==> config.mk <==
export PLATFORM = sky130hd
export DESIGN_NAME = axi2mem_tcdm_engine
export DESIGN_NICKNAME = d
export VERILOG_FILES = /design/src/rtl/axi2mem_pkg.sv /design/src/rtl/axi2mem_tcdm_resp_fifo.sv /design/src/rtl/axi2mem_tcdm_engine.sv
export SDC_FILE = /design/constraint.sdc
export NUM_CORES = 1
export LEC_CHECK = 0
export ABC_AREA = 1
export CAP_MARGIN = 40
export CORE_MARGIN = 1.5
export CORE_UTILIZATION = 40
export DETAILED_ROUTE_END_ITERATION = 6
export PLACE_DENSITY = 0.69
export SYNTH_ARGS = -nofsm -noshare
export SYNTH_HDL_FRONTEND = slang
export SYNTH_SLANG_ARGS = --single-unit
==> constraint.sdc <==
create_clock -name clk_i -period 2.8 [get_ports clk_i]
set_input_delay 0.56 -clock clk_i [delete_from_list [all_inputs] [get_ports clk_i]]
set_output_delay 0.56 -clock clk_i [all_outputs]
set_load 0.01 [all_outputs]
==> src/rtl/axi2mem_pkg.sv <==
// Shared definitions for the axi2mem TCDM engine: lane geometry, engine
// FSM state encoding and the per-lane address helper.
package axi2mem_pkg;

  localparam int TCDM_LANES = 2;
  localparam int BEAT_BYTES = 8;
  localparam int LANE_BYTES = 4;

  // Engine FSM state, also exported on the debug port of the top.
  typedef enum logic [1:0] {
    ST_IDLE    = 2'd0,
    ST_READ    = 2'd1,
    ST_WRITE   = 2'd2,
    ST_WR_RESP = 2'd3
  } eng_state_e;

  // Byte address of beat 'cnt' on lane 'lane': base + 8*cnt + 4*lane,
  // silently wrapping at 2^32.
  function automatic logic [31:0] lane_addr(input logic [31:0] base,
                                            input logic [8:0]  cnt,
                                            input logic        lane);
    return base + {20'd0, cnt, 3'd0} + {29'd0, lane, 2'd0};
  endfunction

endpackage

==> src/rtl/axi2mem_tcdm_resp_fifo.sv <==
// Per-lane read response FIFO. Head entry is presented from the registered
// storage; output data reads as zero while the FIFO is empty.
module axi2mem_tcdm_resp_fifo #(
  parameter int DEPTH = 4,
  parameter int WIDTH = 32
) (
  input  logic             clk_i,
  input  logic             rst_i,
  input  logic             push_i,
  input  logic [WIDTH-1:0] din_i,
  input  logic             pop_i,
  output logic [WIDTH-1:0] dout_o,
  output logic             valid_o
);

  localparam int AW = (DEPTH > 1) ? $clog2(DEPTH) : 1;
  localparam int CW = $clog2(DEPTH + 1);
  localparam logic [AW-1:0] LAST_PTR = AW'(DEPTH - 1);
  localparam logic [CW-1:0] FULL_CNT = CW'(DEPTH);

  logic [WIDTH-1:0] mem_q [DEPTH];
  logic [AW-1:0]    wptr_q;
  logic [AW-1:0]    rptr_q;
  logic [CW-1:0]    count_q;
  logic             full;
  logic             do_push;
  logic             do_pop;

  assign full    = (count_q == FULL_CNT);
  assign valid_o = (count_q != '0);
  assign do_push = push_i && !full;
  assign do_pop  = pop_i && valid_o;
  assign dout_o  = valid_o ? mem_q[rptr_q] : '0;

  // Storage write; contents need no reset because valid_o gates the output.
  always_ff @(posedge clk_i) begin
    if (do_push) begin
      mem_q[wptr_q] <= din_i;
    end
  end

  // Pointer and occupancy bookkeeping.
  always_ff @(posedge clk_i) begin
    if (rst_i) begin
      wptr_q  <= '0;
      rptr_q  <= '0;
      count_q <= '0;
    end else begin
      if (do_push) begin
        wptr_q <= (wptr_q == LAST_PTR) ? '0 : wptr_q + AW'(1);
      end
      if (do_pop) begin
        rptr_q <= (rptr_q == LAST_PTR) ? '0 : rptr_q + AW'(1);
      end
      if (do_push && !do_pop) begin
        count_q <= count_q + CW'(1);
      end else if (!do_push && do_pop) begin
        count_q <= count_q - CW'(1);
      end
    end
  end

  // Read credits upstream guarantee a free slot for every returning beat.
  a_no_overflow : assert property (@(posedge clk_i) disable iff (rst_i)
    !(push_i && full));

endmodule

==> src/rtl/axi2mem_tcdm_engine.sv <==
// TCDM-side engine of the axi2mem bridge. One burst at a time; every 64-bit
// beat is split over two independent 32-bit TCDM lanes (low word on lane 0,
// high word on lane 1). Reads are credit-limited so the per-lane response
// FIFO can never overflow; writes stream straight from the write buffers.
//
// Handshakes: every req/gnt, push_req/push_gnt, pop_gnt/pop_req and
// bresp_valid/bresp_ready pair completes a transfer in a cycle where both
// sides are high at the rising clock edge; the offering side keeps its
// request independent of the accepting side's response.
module axi2mem_tcdm_engine
  import axi2mem_pkg::*;
#(
  parameter int RESP_DEPTH = 4
) (
  input  logic             clk_i,
  input  logic             rst_i,
  // command
  input  logic             cmd_req_i,
  output logic             cmd_gnt_o,
  input  logic             cmd_we_i,
  input  logic [31:0]      cmd_add_i,
  input  logic [7:0]       cmd_len_i,
  input  logic [5:0]       cmd_id_i,
  // TCDM lanes
  output logic [1:0]       tcdm_req_o,
  output logic [1:0][31:0] tcdm_add_o,
  output logic [1:0]       tcdm_we_o,
  output logic [1:0][3:0]  tcdm_be_o,
  output logic [1:0][31:0] tcdm_wdata_o,
  input  logic [1:0]       tcdm_gnt_i,
  input  logic [1:0]       tcdm_r_valid_i,
  input  logic [1:0][31:0] tcdm_r_data_i,
  // read buffers
  output logic [1:0][31:0] rd_push_dat_o,
  output logic [1:0]       rd_push_req_o,
  input  logic [1:0]       rd_push_gnt_i,
  output logic [5:0]       rd_push_id_o,
  output logic             rd_push_last_o,
  // write buffers
  input  logic [1:0][31:0] wr_pop_dat_i,
  input  logic [1:0][3:0]  wr_pop_strb_i,
  input  logic [1:0]       wr_pop_gnt_i,
  output logic [1:0]       wr_pop_req_o,
  // write completion
  output logic             bresp_valid_o,
  output logic [5:0]       bresp_id_o,
  input  logic             bresp_ready_i,
  // debug
  output eng_state_e       dbg_state_o
);

  localparam int CRW = $clog2(RESP_DEPTH + 1);
  localparam logic [CRW-1:0] CREDIT_FULL = CRW'(RESP_DEPTH);

  eng_state_e                      state_q;
  logic                            cmd_gnt_q;
  logic                            bresp_valid_q;
  logic [31:0]                     base_q;
  logic [7:0]                      len_q;
  logic [5:0]                      id_q;
  logic [7:0]                      rd_idx_q;
  logic [TCDM_LANES-1:0][8:0]      cnt_q;
  logic [TCDM_LANES-1:0][CRW-1:0]  credit_q;

  logic [TCDM_LANES-1:0]           done;
  logic [TCDM_LANES-1:0]           last_beat;
  logic [TCDM_LANES-1:0]           gnt_hs;
  logic [TCDM_LANES-1:0]           rd_gnt;
  logic [TCDM_LANES-1:0]           fin;
  logic [TCDM_LANES-1:0]           push_hs;
  logic [TCDM_LANES-1:0]           credit_full;
  logic [TCDM_LANES-1:0]           fifo_push;

  assign cmd_gnt_o      = cmd_gnt_q;
  assign bresp_valid_o  = bresp_valid_q;
  assign bresp_id_o     = id_q;
  assign rd_push_id_o   = id_q;
  assign rd_push_last_o = rd_push_req_o[0] && (rd_idx_q == len_q);
  assign dbg_state_o    = state_q;

  // Per-lane progress, handshake and credit status.
  always_comb begin
    done        = '0;
    last_beat   = '0;
    gnt_hs      = '0;
    rd_gnt      = '0;
    fin         = '0;
    push_hs     = '0;
    credit_full = '0;
    fifo_push   = '0;
    for (int i = 0; i < TCDM_LANES; i++) begin
      done[i]        = (cnt_q[i] == ({1'b0, len_q} + 9'd1));
      last_beat[i]   = (cnt_q[i] == {1'b0, len_q});
      gnt_hs[i]      = tcdm_req_o[i] & tcdm_gnt_i[i];
      rd_gnt[i]      = gnt_hs[i] && (state_q == ST_READ);
      // Lane has issued (or is issuing this cycle) its final beat.
      fin[i]         = done[i] | (gnt_hs[i] & last_beat[i]);
      push_hs[i]     = rd_push_req_o[i] & rd_push_gnt_i[i];
      credit_full[i] = (credit_q[i] == CREDIT_FULL);
      // Responses only count while a read is live; stale ones after reset drop.
      fifo_push[i]   = tcdm_r_valid_i[i] && (state_q == ST_READ);
    end
  end

  // TCDM request generation and write-buffer pops; all zero outside a burst.
  always_comb begin
    tcdm_req_o   = '0;
    tcdm_add_o   = '0;
    tcdm_we_o    = '0;
    tcdm_be_o    = '0;
    tcdm_wdata_o = '0;
    wr_pop_req_o = '0;
    for (int i = 0; i < TCDM_LANES; i++) begin
      case (state_q)
        ST_READ: begin
          tcdm_req_o[i] = !done[i] && (credit_q[i] != '0);
          tcdm_add_o[i] = lane_addr(base_q, cnt_q[i], i[0]);
          tcdm_be_o[i]  = 4'hF;
        end
        ST_WRITE: begin
          // A beat with an all-zero strobe is still issued to keep lanes aligned.
          tcdm_req_o[i]   = !done[i] && wr_pop_gnt_i[i];
          tcdm_add_o[i]   = lane_addr(base_q, cnt_q[i], i[0]);
          tcdm_we_o[i]    = 1'b1;
          tcdm_be_o[i]    = wr_pop_strb_i[i];
          tcdm_wdata_o[i] = wr_pop_dat_i[i];
          wr_pop_req_o[i] = tcdm_req_o[i] & tcdm_gnt_i[i];
        end
        default: ;
      endcase
    end
  end

  // Engine FSM with counters, credits and registered handshake outputs.
  always_ff @(posedge clk_i) begin
    if (rst_i) begin
      state_q       <= ST_IDLE;
      cmd_gnt_q     <= 1'b1;
      bresp_valid_q <= 1'b0;
      base_q        <= '0;
      len_q         <= '0;
      id_q          <= '0;
      rd_idx_q      <= '0;
      cnt_q         <= '0;
      credit_q      <= {TCDM_LANES{CREDIT_FULL}};
    end else begin
      for (int i = 0; i < TCDM_LANES; i++) begin
        if (gnt_hs[i]) begin
          cnt_q[i] <= cnt_q[i] + 9'd1;
        end
        if (rd_gnt[i] && !push_hs[i]) begin
          credit_q[i] <= credit_q[i] - CRW'(1);
        end else if (!rd_gnt[i] && push_hs[i]) begin
          credit_q[i] <= credit_q[i] + CRW'(1);
        end
      end
      if (push_hs[0]) begin
        rd_idx_q <= rd_idx_q + 8'd1;
      end

      case (state_q)
        ST_IDLE: begin
          if (cmd_req_i) begin
            base_q    <= cmd_add_i & 32'hFFFF_FFF8;
            len_q     <= cmd_len_i;
            id_q      <= cmd_id_i;
            rd_idx_q  <= '0;
            cnt_q     <= '0;
            credit_q  <= {TCDM_LANES{CREDIT_FULL}};
            cmd_gnt_q <= 1'b0;
            state_q   <= cmd_we_i ? ST_WRITE : ST_READ;
          end
        end
        ST_READ: begin
          // Finished once every beat is issued and every response pushed out.
          if ((&done) && (&credit_full)) begin
            cmd_gnt_q <= 1'b1;
            state_q   <= ST_IDLE;
          end
        end
        ST_WRITE: begin
          if (&fin) begin
            bresp_valid_q <= 1'b1;
            state_q       <= ST_WR_RESP;
          end
        end
        ST_WR_RESP: begin
          if (bresp_ready_i) begin
            bresp_valid_q <= 1'b0;
            cmd_gnt_q     <= 1'b1;
            state_q       <= ST_IDLE;
          end
        end
        default: begin
          state_q <= ST_IDLE;
        end
      endcase
    end
  end

  // One response FIFO per lane; its head drives the read-buffer push port.
  for (genvar g = 0; g < TCDM_LANES; g++) begin : g_lane
    axi2mem_tcdm_resp_fifo #(
      .DEPTH (RESP_DEPTH),
      .WIDTH (32)
    ) u_resp_fifo (
      .clk_i   (clk_i),
      .rst_i   (rst_i),
      .push_i  (fifo_push[g]),
      .din_i   (tcdm_r_data_i[g]),
      .pop_i   (rd_push_gnt_i[g]),
      .dout_o  (rd_push_dat_o[g]),
      .valid_o (rd_push_req_o[g])
    );
  end

  a_credit_range : assert property (@(posedge clk_i) disable iff (rst_i)
    (credit_q[0] <= CREDIT_FULL) && (credit_q[1] <= CREDIT_FULL));

  a_gnt_only_idle : assert property (@(posedge clk_i) disable iff (rst_i)
    cmd_gnt_o == (state_q == ST_IDLE));

endmodule

Word level (Yosys, flattened, before mapping) --
Memories as Yosys holds them, arrays and structs flattened. A register that Yosys moved wholly into a read port is not among the register bits. Index checks and enable logic that the tools add are counted.
Word-level totals: register bits 93, RAM bits 256, input port bits 195, output and inout bits 225, word-level logic and storage cells 174, memories kept 2
Memories:
- g_lane[0].u_resp_fifo.mem_q | depth 4, width 32, rd ports 1, clocked after memory_dff 1, write ports 1, line axi2mem_tcdm_resp_fifo.sv:21 | logic [WIDTH-1:0] mem_q [DEPTH];
- g_lane[1].u_resp_fifo.mem_q | depth 4, width 32, rd ports 1, clocked after memory_dff 1, write ports 1, line axi2mem_tcdm_resp_fifo.sv:21
Operators by class: add/subtract/negate cells 19, eq/ne operators 20, muxes and demuxes 55, bitwise logic cells 10, reduce and logical (&&, ||, !) cells 51
Operators with widths (number):
- $mux 32 | 6
- $add 32x12->32 | 2
- $mux 18 | 2
- $add 32x3->32 const B | 1
- $mux 2 | 13
- $mux 3 | 8
- $mux 8 | 3
- $logic_and 1x1->1 | 22
- $add 9x1->9 const B | 2
- $eq 9x8->1 | 2
- $eq 9x9->1 | 2
- $mux 9 | 2
- $pmux 4 s2 | 2
- $reduce_bool 3->1 | 5
- $add 3x1->3 const B | 4
- $eq 2x2->1 const B | 6
- $eq 3x3->1 const B | 4
- $logic_not 1->1 | 12
- $mux 1 | 12
- $mux 6 | 2
- $sub 3x1->3 const B | 4
- $add 8x1->9 const B | 1
- $add 2x1->2 const B | 4
- $add 8x1->8 const B | 1
- other kinds (15) | 33

Longest topological paths before layout --
Gate-level depths: netlist (run 1).
depth in word-level cells 13, mapped depth 17, gate-level depth less buffers 16

Modules after synthesis --
From an unflattened synthesis (run 1), not the netlist that was laid out.
Unflattened totals: cells, all modules 2093, area, all modules 17837.1 µm²
Modules (own cells, without submodules):
- axi2mem_tcdm_resp_fifo | instances 2, cells an instance 478, area an instance 5535.3 µm², seq. area each 4023.9 µm²
- axi2mem_tcdm_engine | instances 1, cells an instance 1137, area an instance 6766.5 µm², seq. area each 1581.5 µm²

Worst setup path before layout (run 1) --
No wires, ideal clock.
path type reg-to-reg, from reg state_q[1], in the netlist dbg_state_o[1], to mem g_lane[0].u_resp_fifo.mem_q[0][0] (enable), library setup time 0.421 ns, arrival time 2.475 ns, required time 2.379 ns, path slack -0.096 ns, cell stages (with the launch flop) 8, buffers on the path 1, period minus slack after synthesis 2.896 ns, cells stage by stage dfxtp_1 inv_1 ha_1 buf_4 nand2_1 a31oi_1 inv_1 nor2_1
On the way: longest elaborated chain between the ends 5
Ends and longest elaborated chain:
- start: declaration | line axi2mem_tcdm_engine.sv:55 | eng_state_e state_q;
- start signal: assignment | line axi2mem_tcdm_engine.sv:171 | state_q <= cmd_we_i ? ST_WRITE : ST_READ;
- $eq 2x1->1 | line axi2mem_tcdm_engine.sv:101 | fifo_push[i] = tcdm_r_valid_i[i] && (state_q == ST_READ);
- $logic_and 1x1->1 | line axi2mem_tcdm_engine.sv:101
- $logic_and 1x1->1 | line axi2mem_tcdm_resp_fifo.sv:31 | assign do_push = push_i && !full;
- net g_lane[0].u_resp_fifo.do_push | line axi2mem_tcdm_resp_fifo.sv:26 | logic do_push;
- $mux 1 | line axi2mem_tcdm_resp_fifo.sv:37 | if (do_push) begin
- $mux 1 (implied by the code) | line axi2mem_tcdm_resp_fifo.sv:38 | mem_q[wptr_q] <= din_i;
- end: declaration | line axi2mem_tcdm_resp_fifo.sv:21
The timed path passes the listed nets, and every way through them passes these cells.

==> results.cfg, run 1 <==
[clock_tree]
clock_sinks = 353
path_clk_slew_ps = 70
htreeDepth = 2
cts_buffers = 40
cts_tree = built
clk_path_buf_depth = 3
root_buffer = clkbuf_16
insertion_delay_ps = 580

[detailed_routing]
wl_per_cell_um = 19.55
drt_wl_total_mm = 62.61
num_vias = 16520
drt_iter0_markers = 1244
postRouteAntennaNets = 0
viasPerCell = 5.159
drc = 0
dr.pass1.iters = 5

[floorplan]
die_area_sq_um = 45220
die_h_um = 212.7
ioPinCount = 420
core.rowCount = 76
initial_core_util = 0.4064
die_w_um = 212.7
core_sq_um = 43270

[setup_path]
crit_top_cell = nand2_2
crit_path_end_kind = output pin
critPathRequiredTime_ps = 2240
crit_arrival_ps = 2840
crit_type = flop to output pin
path_max_fanout = 4
crit_chain = ha_4 > fa_2 > nand2_2 > inv_2 > o21ai_2 > nand2_2 > nand2_2 > nand2_2 > nand2_4 > a21oi_4 > inv_2 > nor2_4 > nand2_2 > buf_4 > o21ai_2 > nor2_1 > buf_2
r2r_end = cnt_q[4]$_SDFF_PP0_
max_stage_delay_ps = 400
r2r_slack_ps = 430
slowest_stage = fa_2
r2r_cells = 17
rr_startpoint = len_q[1]$_SDFFE_PP0P_
crit_path_start_kind = flop

[min_path]
hold_class = flop to flop
holdPathEnd = cmd_gnt_o$_SDFFE_PP1P_
hold_start = cmd_gnt_o$_SDFFE_PP1P_
min_path_cells = 2

[synth]
synth_seq_area_share = 0.5477
synthFlopType = edfxtp_1
yosysWarnings = 0
synthXorXnorAreaFrac = 0.01694
async_flop_share = 0
netlist_area_sq_um = 17580
syn_area_per_cell_sq_um = 8.657
synth_cells = 2031
synth_top_family_by_area = simple AND/OR/NAND/NOR gates
synth-compound-area-share = 0.1309
ys_ff_latch = 353
synth_top_area_cell = edfxtp_1
synth-edff-count = 256
yosys.area_share.simple = 0.1931
synthAdderAreaFrac = 0.03658
synth.most_common_cell = nor2_1
muxShareOfSynthArea = 0.0005693
yosys-top-cells-area = edfxtp_1, dfxtp_1, nor2_1
ys_types = 47
synth_top_area_frac = 0.4372
netlist_top_cells_count = nor2_1, nand2_1, edfxtp_1, o21ai_0, inv_1

[timing]
slew-limit-headroom = 0.5049
post-route-min-period_ps = 3398
fin_ws_ps = -597.8
worstMarginPinSlew_ps = 735.9
slew_violations = 0
setup_violations = 50
setup_tns_ps = -18090
rsz0062_at_grt = yes
fin_worst_skew_ps = 22.66
finalCritPeriodShare = 1.214
hold_violations = 0
max_freq_mhz = 294.3

[global_route]
first_global_vias = 15990
grt_pass1_wl_mm = 90.20
antenna_found_initial = 15
grt_max_degree = 62
grt-ovfl-total = 0
globalRouteTotalUtil = 0.2620

[final_layout]
postLayoutCoreUtil = 0.6045
drive_gt1_frac = 0.2064
nNetsFinal = 2817
area_growth_pct = 48.76

[status]
status = finished, violations left
violations = setup timing

[power_and_ir_drop]
p_leak_uw = 0.01095
max-vdd-ir-drop_mv = 0.8434
p_per_area_nw_per_um2 = 836.4

[run]
drv_cap = 0

[place]
hpwl_mm = 41.02
globalplace.congestion = 0.9447
portBuffers = 411
state kept, by name (all words and copies together) (netlist names), named ones only:
name                        count
len_q                           8
credit_q                        6
bresp_id_o                      6
g_lane.u_resp_fifo.wptr_q       4
bresp_valid_o                   1
g_lane.u_resp_fifo.count_q      6
g_lane.u_resp_fifo.rptr_q       4
g_lane.u_resp_fifo.mem_q      256
cnt_q                          18
dbg_state_o                     2
base_q                         29
rd_idx_q                        8
cmd_gnt_o                       1
per-stage QoR:
step	instance area [sq um]	hold slack (ps)	setup slack, ps	power (uW)	cells
finish	26160	472.7	-597.8	21880	3202
global route	26150	511.8	-669.6	23050	3200
CTS	25420	467.9	-525.5	21450	3163
detailed placement	23200	451.0	-461.0	15720	3058
global placement	23190	444.6	-415.3	15580	3057
floorplan	17600	452.6	-95.75	11120	2035
power by group:
group,switching (uW),internal (uW),leakage (uW)
sequential,452,6140,0.00312
combinational,5580,4260,0.00719
clock,2230,3210,0.000647
worst max-delay path: cells and delay by family, from the launching register on:
| family | cells | cell delay (ps) |
|---|---|---|
| compound gates | 3 | 290 |
| fa+ha+maj | 2 | 570 |
| buf+inv | 4 | 380 |
| flops | 1 | 360 |
| simple gates | 8 | 650 |
layer usage:
metal / global-route usage / routed length [um] / vias to the layer above
met5: 0 / 17 / -
met4: 0.1524 / 3112 / 2
met3: 0.06736 / 5086 / 160
met2: 0.4517 / 31120 / 642
met1: 0.2931 / 23270 / 7878
li1: - / - / 7838
final cells by class:
class                      count  area (sq um)
clock inverter                26         342.8
inverter                     219         852.1
tap                          585         732.0
multi-input combinational   1360          7616
fill                        3546         17110
antenna                       15         37.54
clock buffer                  45          1020
timing repair buffer         599          5872
sequential                   353          9683
how the worst max path moves through the flow:
stage | from | end | slack [ps] | cells after the start
floorplan | dbg_state_o[1]$_SDFFE_PP0P_ | g_lane[0].u_resp_fifo.mem_q[0][0]$_DFFE_PP_ | -100 | 7
global placement | base_q[3]$_SDFFE_PP0P_ | tcdm_add_o[31] | -420 | 16
detailed placement | base_q[3]$_SDFFE_PP0P_ | tcdm_add_o[19] | -460 | 16
CTS | base_q[3]$_SDFFE_PP0P_ | tcdm_add_o[31] | -530 | 16
global route | base_q[3]$_SDFFE_PP0P_ | tcdm_add_o[49] | -670 | 17
finish | base_q[3]$_SDFFE_PP0P_ | tcdm_add_o[49] | -600 | 17
cell usage in the layout, fill, tap and decap left out, drive strengths merged, types with 6 or more instances in the layout:
master / n
diode: 15
dlygate4sd2: 72
o21ai: 233
buf: 239
ha: 45
a21oi: 168
xnor2: 13
nor2: 438
nand3: 62
clkinv: 19
xor2: 21
nand4: 16
dlymetal6s2s: 17
edfxtp: 256
bufinv: 6
nor3: 26
clkbuf: 48
dfxtp: 97
o22ai: 6
o21a: 8
clkdlybuf4s50: 262
inv: 216
nand2: 290
kinds of logic (layout without fill, tap and decap cells):
kind of cell	after synthesis	after routing
xor gates and xnor gates	34	34
buffers and inverters	322	889
adders and majority gates	49	49
muxes	1	1
AOI/OAI and AO/OA	435	435
and+or+nand+nor	836	836
DFF	353	353
other	1	20
repair_timing:
action                     4_1_cts  5_1_grt
gates resized for setup        524      135
setup endpoints to repair      202      108
gates cloned                     7        3
setup buffers                   30       27
pin swaps                       62       73
hold buffers                     0        0
(Power assumes the default switching activity.)
==> run 2, diff against run 1 <==
HOLD_SLACK_MARGIN = 0.08   (was unset)
MAX_ROUTING_LAYER = met4   (was unset)
==> results.cfg, run 2 (synthesis results as in run 1) <==
[setup_path]
r2r_cells = 14
crit_arrival_ps = 2740
critPathRequiredTime_ps = 2240
crit_path_end_kind = output pin
path_max_fanout = 4
crit_path_start_kind = flop
rr_startpoint = dbg_state_o[1]$_SDFFE_PP0P_
r2r_slack_ps = 420
crit_type = flop to output pin
r2r_end = credit_q[3]$_SDFF_PP0_

[final_layout]
nNetsFinal = 2810
drive_gt1_frac = 0.2052
finalInstanceArea_sq_um = 26220
regMostFlops = g_lane.u_resp_fifo.mem_q
area_growth_pct = 49.11
final_cell_mix = nor2_1, edfxtp_1, clkdlybuf4s50_1
final_common_cell = nor2_1
fillers = 3612
regArea_sq_um = 9697
largest_reg_flops = 256
top_regs = g_lane.u_resp_fifo.mem_q (256), base_q (29), cnt_q (18)
multiInputGateArea_sq_um = 7597

[detailed_routing]
wl_per_cell_um = 19.22
drt_wl_total_mm = 61.45
drc = 0
dr.pass1.iters = 7
viasPerCell = 5.107
postRouteAntennaNets = 0
drt_iter0_markers = 1013
num_vias = 16330

[global_route]
grt-ovfl-total = 0
grt_pass1_wl_mm = 89.08
globalRouteTotalUtil = 0.2662
grt_max_degree = 65
first_global_vias = 15670
antenna_found_initial = 15

[timing]
finalCritPeriodShare = 1.177
hold_violations = 0
setup_violations = 50
whs_ps = 463.3
rsz0062_at_grt = yes
fin_worst_skew_ps = 14.84
post-route-min-period_ps = 3296
worstMarginPinSlew_ps = 663.2
slew-limit-headroom = 0.5545
max_freq_mhz = 303.4
slew_violations = 0
fin_ws_ps = -495.6

[floorplan]
core_sq_um = 43270
die_h_um = 212.7
core.rowCount = 76
die_area_sq_um = 45220
die_w_um = 212.7
initial_core_util = 0.4064
ioPinCount = 420

[clock_tree]
insertion_delay_ps = 560
htreeDepth = 2
root_buffer = clkbuf_16
clock_sinks = 353
clk_path_buf_depth = 3
cts_buffers = 40
cts_tree = built
path_clk_slew_ps = 60

[power_and_ir_drop]
p_leak_uw = 0.01154
max-vdd-ir-drop_mv = 0.5801
p_per_area_nw_per_um2 = 832.0
finalPower_uw = 21810

[min_path]
hold_class = flop to flop
hold_start = cmd_gnt_o$_SDFFE_PP1P_
holdPathEnd = cmd_gnt_o$_SDFFE_PP1P_
min_path_cells = 2

[status]
status = finished, violations left
violations = setup timing

[place]
place_area_sq_um = 23190
portBuffers = 411
hpwl_mm = 40.93
globalplace.congestion = 0.9693

[run]
drv_cap = 0
-- run 2: power by group --
part / leakage, uW / total [uW] / internal, uW / switching (uW)
clock: 0.000649 / 5370 / 3230 / 2130
combinational: 0.00777 / 9850 / 4320 / 5530
sequential: 0.00312 / 6590 / 6150 / 441
total: 0.0115 / 21800 / 13700 / 8100
-- run 2: metal layers --
metal	routed length, um	global-route usage	up-vias
met1	23370	0.2934	7729
met2	30460	0.4381	639
met3	4906	0.07339	152
met4	2721	0.1445	0
li1	-	-	7812
met5	0	-	-
-- run 2: final cells by class --
type / instances / area share
Antenna cell: 16 / 0.001527
Clock buffer: 50 / 0.04162
Clock inverter: 23 / 0.009879
Inverter: 219 / 0.03245
Multi-Input combinational cell: 1360 / 0.2898
Sequential cell: 353 / 0.3699
Tap cell: 585 / 0.02792
Timing Repair Buffer: 592 / 0.2269
-- run 2: how the worst max path moves through the flow --
stage                           startpoint                                     endpoint  slack [ps]
3_3_place_gp        base_q[3]$_SDFFE_PP0P_                               tcdm_add_o[31]        -430
5_1_grt             base_q[3]$_SDFFE_PP0P_                               tcdm_add_o[17]        -620
6_report            base_q[3]$_SDFFE_PP0P_                               tcdm_add_o[17]        -500
3_5_place_dp        base_q[3]$_SDFFE_PP0P_                               tcdm_add_o[31]        -480
4_1_cts             base_q[3]$_SDFFE_PP0P_                               tcdm_add_o[61]        -500
2_1_floorplan  dbg_state_o[1]$_SDFFE_PP0P_  g_lane[0].u_resp_fifo.mem_q[0][0]$_DFFE_PP_        -100
-- run 2: metrics by stage --
step	utilization	setup WS [ps]	setup TNS, ps	cells
floorplan	-	-95.75	-24510	2035
global placement	0.5359	-429.9	-11850	3058
detailed placement	0.5359	-481.9	-13900	3058
CTS	0.5848	-500.3	-14430	3166
global route	0.6059	-618.1	-21770	3197
finish	0.6059	-495.6	-15640	3198
-- run 2: worst max-delay path: stages, from the launching register on --
cell	delay, ps
dfxtp_4	370
ha_4	150
fa_2	210
nand2_1	70
inv_2	60
o21ai_2	60
nand2_2	90
nand2_2	70
nand2_4	90
nand2_4	60
a21oi_4	200
inv_2	70
nor2_4	150
nand2_2	110
inv_2	90
a21oi_2	50
nor2_1	130
buf_2	150
-- run 2: what timing repair did --
item                       CTS  global route
hold buffers                 0             0
setup endpoints to repair  185           135
gates resized for setup    427           244
gates cloned                 6             4
pin swaps                   54            67
buffers inserted            33            19
==> run 3, diff against run 2 <==
CTS_CLUSTER_SIZE = 12   (was unset)
==> results.cfg, run 3 (synthesis results as in run 1) <==
[status]
status = finished, violations left
violations = setup timing

[timing]
finalCritPeriodShare = 1.184
fin_ws_ps = -515.5
post-route-min-period_ps = 3316
setup_violations = 51
max_freq_mhz = 301.6
slew_violations = 0
worstMarginPinSlew_ps = 699.3
rsz0062_at_grt = yes
fin_worst_skew_ps = 19.44
hold_violations = 0
slew-limit-headroom = 0.5295

[floorplan]
ioPinCount = 420
die_w_um = 212.7
die_h_um = 212.7
die_area_sq_um = 45220
core_sq_um = 43270
core.rowCount = 76
initial_core_util = 0.4064

[place]
pre_cts_ws_ps = -481.9
place_area_sq_um = 23190
hpwl_mm = 40.93
portBuffers = 411
globalplace.congestion = 0.9693

[final_layout]
drive_gt1_frac = 0.1993
largest_reg_flops = 256
finalInstanceArea_sq_um = 25980
nNetsFinal = 2802
fillers = 3620
final_cell_mix = nor2_1, clkdlybuf4s50_1, edfxtp_1
area_growth_pct = 47.79
final_common_cell = nor2_1
regMostFlops = g_lane.u_resp_fifo.mem_q
top_regs = g_lane.u_resp_fifo.mem_q (256), base_q (29), cnt_q (18)

[global_route]
globalRouteTotalUtil = 0.2669
first_global_vias = 15850
grt-ovfl-total = 0
grt_pass1_wl_mm = 89.38
grt_max_degree = 62
antenna_found_initial = 11

[detailed_routing]
drc = 0
num_vias = 16320
dr.pass1.iters = 5
drt_iter0_markers = 1104
viasPerCell = 5.121
drt_wl_total_mm = 61.20
wl_per_cell_um = 19.20
postRouteAntennaNets = 0

[setup_path]
crit_arrival_ps = 2760
path_max_fanout = 4
crit_type = flop to output pin
critPathRequiredTime_ps = 2240
r2r_cells = 19
crit_path_start_kind = flop
crit_path_end_kind = output pin

[power_and_ir_drop]
p_leak_uw = 0.01131
p_per_area_nw_per_um2 = 825.4
max-vdd-ir-drop_mv = 0.5344

[min_path]
min_path_cells = 2
hold_class = flop to flop

[clock_tree]
insertion_delay_ps = 560
path_clk_slew_ps = 60
root_buffer = clkbuf_16
clock_sinks = 353
cts_tree = built
htreeDepth = 2
clk_path_buf_depth = 3
cts_buffers = 41

[run]
drv_cap = 0
==> run 3: cell type report <==
cell class | count | area [sq um] | share of cell area
repair buffers | 583 | 5814 | 0.2238
clock inverters | 16 | 148.9 | 0.005730
diodes | 13 | 32.53 | 0.001252
inverters | 219 | 845.8 | 0.03255
clock buffers | 58 | 1141 | 0.04391
well taps | 585 | 732.0 | 0.02817
multi-input cells | 1360 | 7576 | 0.2916
flip-flops and latches | 353 | 9694 | 0.3731
==> run 3: final timing paths <==
kind,startpoint,end,slack (ps)
worst max register to register,len_q[0]$_SDFFE_PP0P_,credit_q[3]$_SDFF_PP0_,320
worst min register to register,cmd_gnt_o$_SDFFE_PP1P_,cmd_gnt_o$_SDFFE_PP1P_,460
worst max-delay path,base_q[3]$_SDFFE_PP0P_,tcdm_add_o[17],-520
worst min-delay path,cmd_gnt_o$_SDFFE_PP1P_,cmd_gnt_o$_SDFFE_PP1P_,460
==> run 3: worst max-delay path, cell delays in order, from the launching register on <==
cell and delay (ps):
dfxtp_4 370, ha_4 150, fa_2 210, nand2_1 70
inv_2 60, o21ai_2 60, nand2_2 90, nand2_2 70
nand2_4 90, nand2_4 60, a21oi_4 220, inv_2 70
nor2_4 150, nand2_2 110, inv_2 90, a21oi_2 50
nor2_1 130, buf_2 150
==> run 3: through the flow <==
stage               instances  TNS [ps]  power (uW)  hold slack [ps]  utilization
floorplan                2035    -24510       11120            452.6            -
global placement         3058    -11850       15560            441.6       0.5359
detailed placement       3058    -13900       15710            443.3       0.5359
CTS                      3163    -14770       21370            459.0       0.5835
global route             3186    -21250       22630            500.3       0.6005
finish                   3187    -15830       21450            459.4       0.6006
==> run 3: power breakdown <==
part / switching, uW / total (uW) / internal [uW]
sequential: 436 / 6590 / 6150
combinational: 5480 / 9720 / 4240
clock: 2110 / 5140 / 3030
==> run 3: routing by layer <==
metal  vias up  share of wire  global-route usage
li1       7798              -                   -
met3       137          0.076             0.07339
met5         -              0                   -
met2       583           0.49              0.4398
met1      7804           0.38              0.2958
met4         0          0.046              0.1399
==> run 3: timing repair <==
action / in CTS / in global routing
hold buffers: 0 / 0
resized for setup: 430 / 211
pin swaps: 54 / 60
cloned: 7 / 1
setup endpoints to repair: 186 / 142
setup buffers: 26 / 17
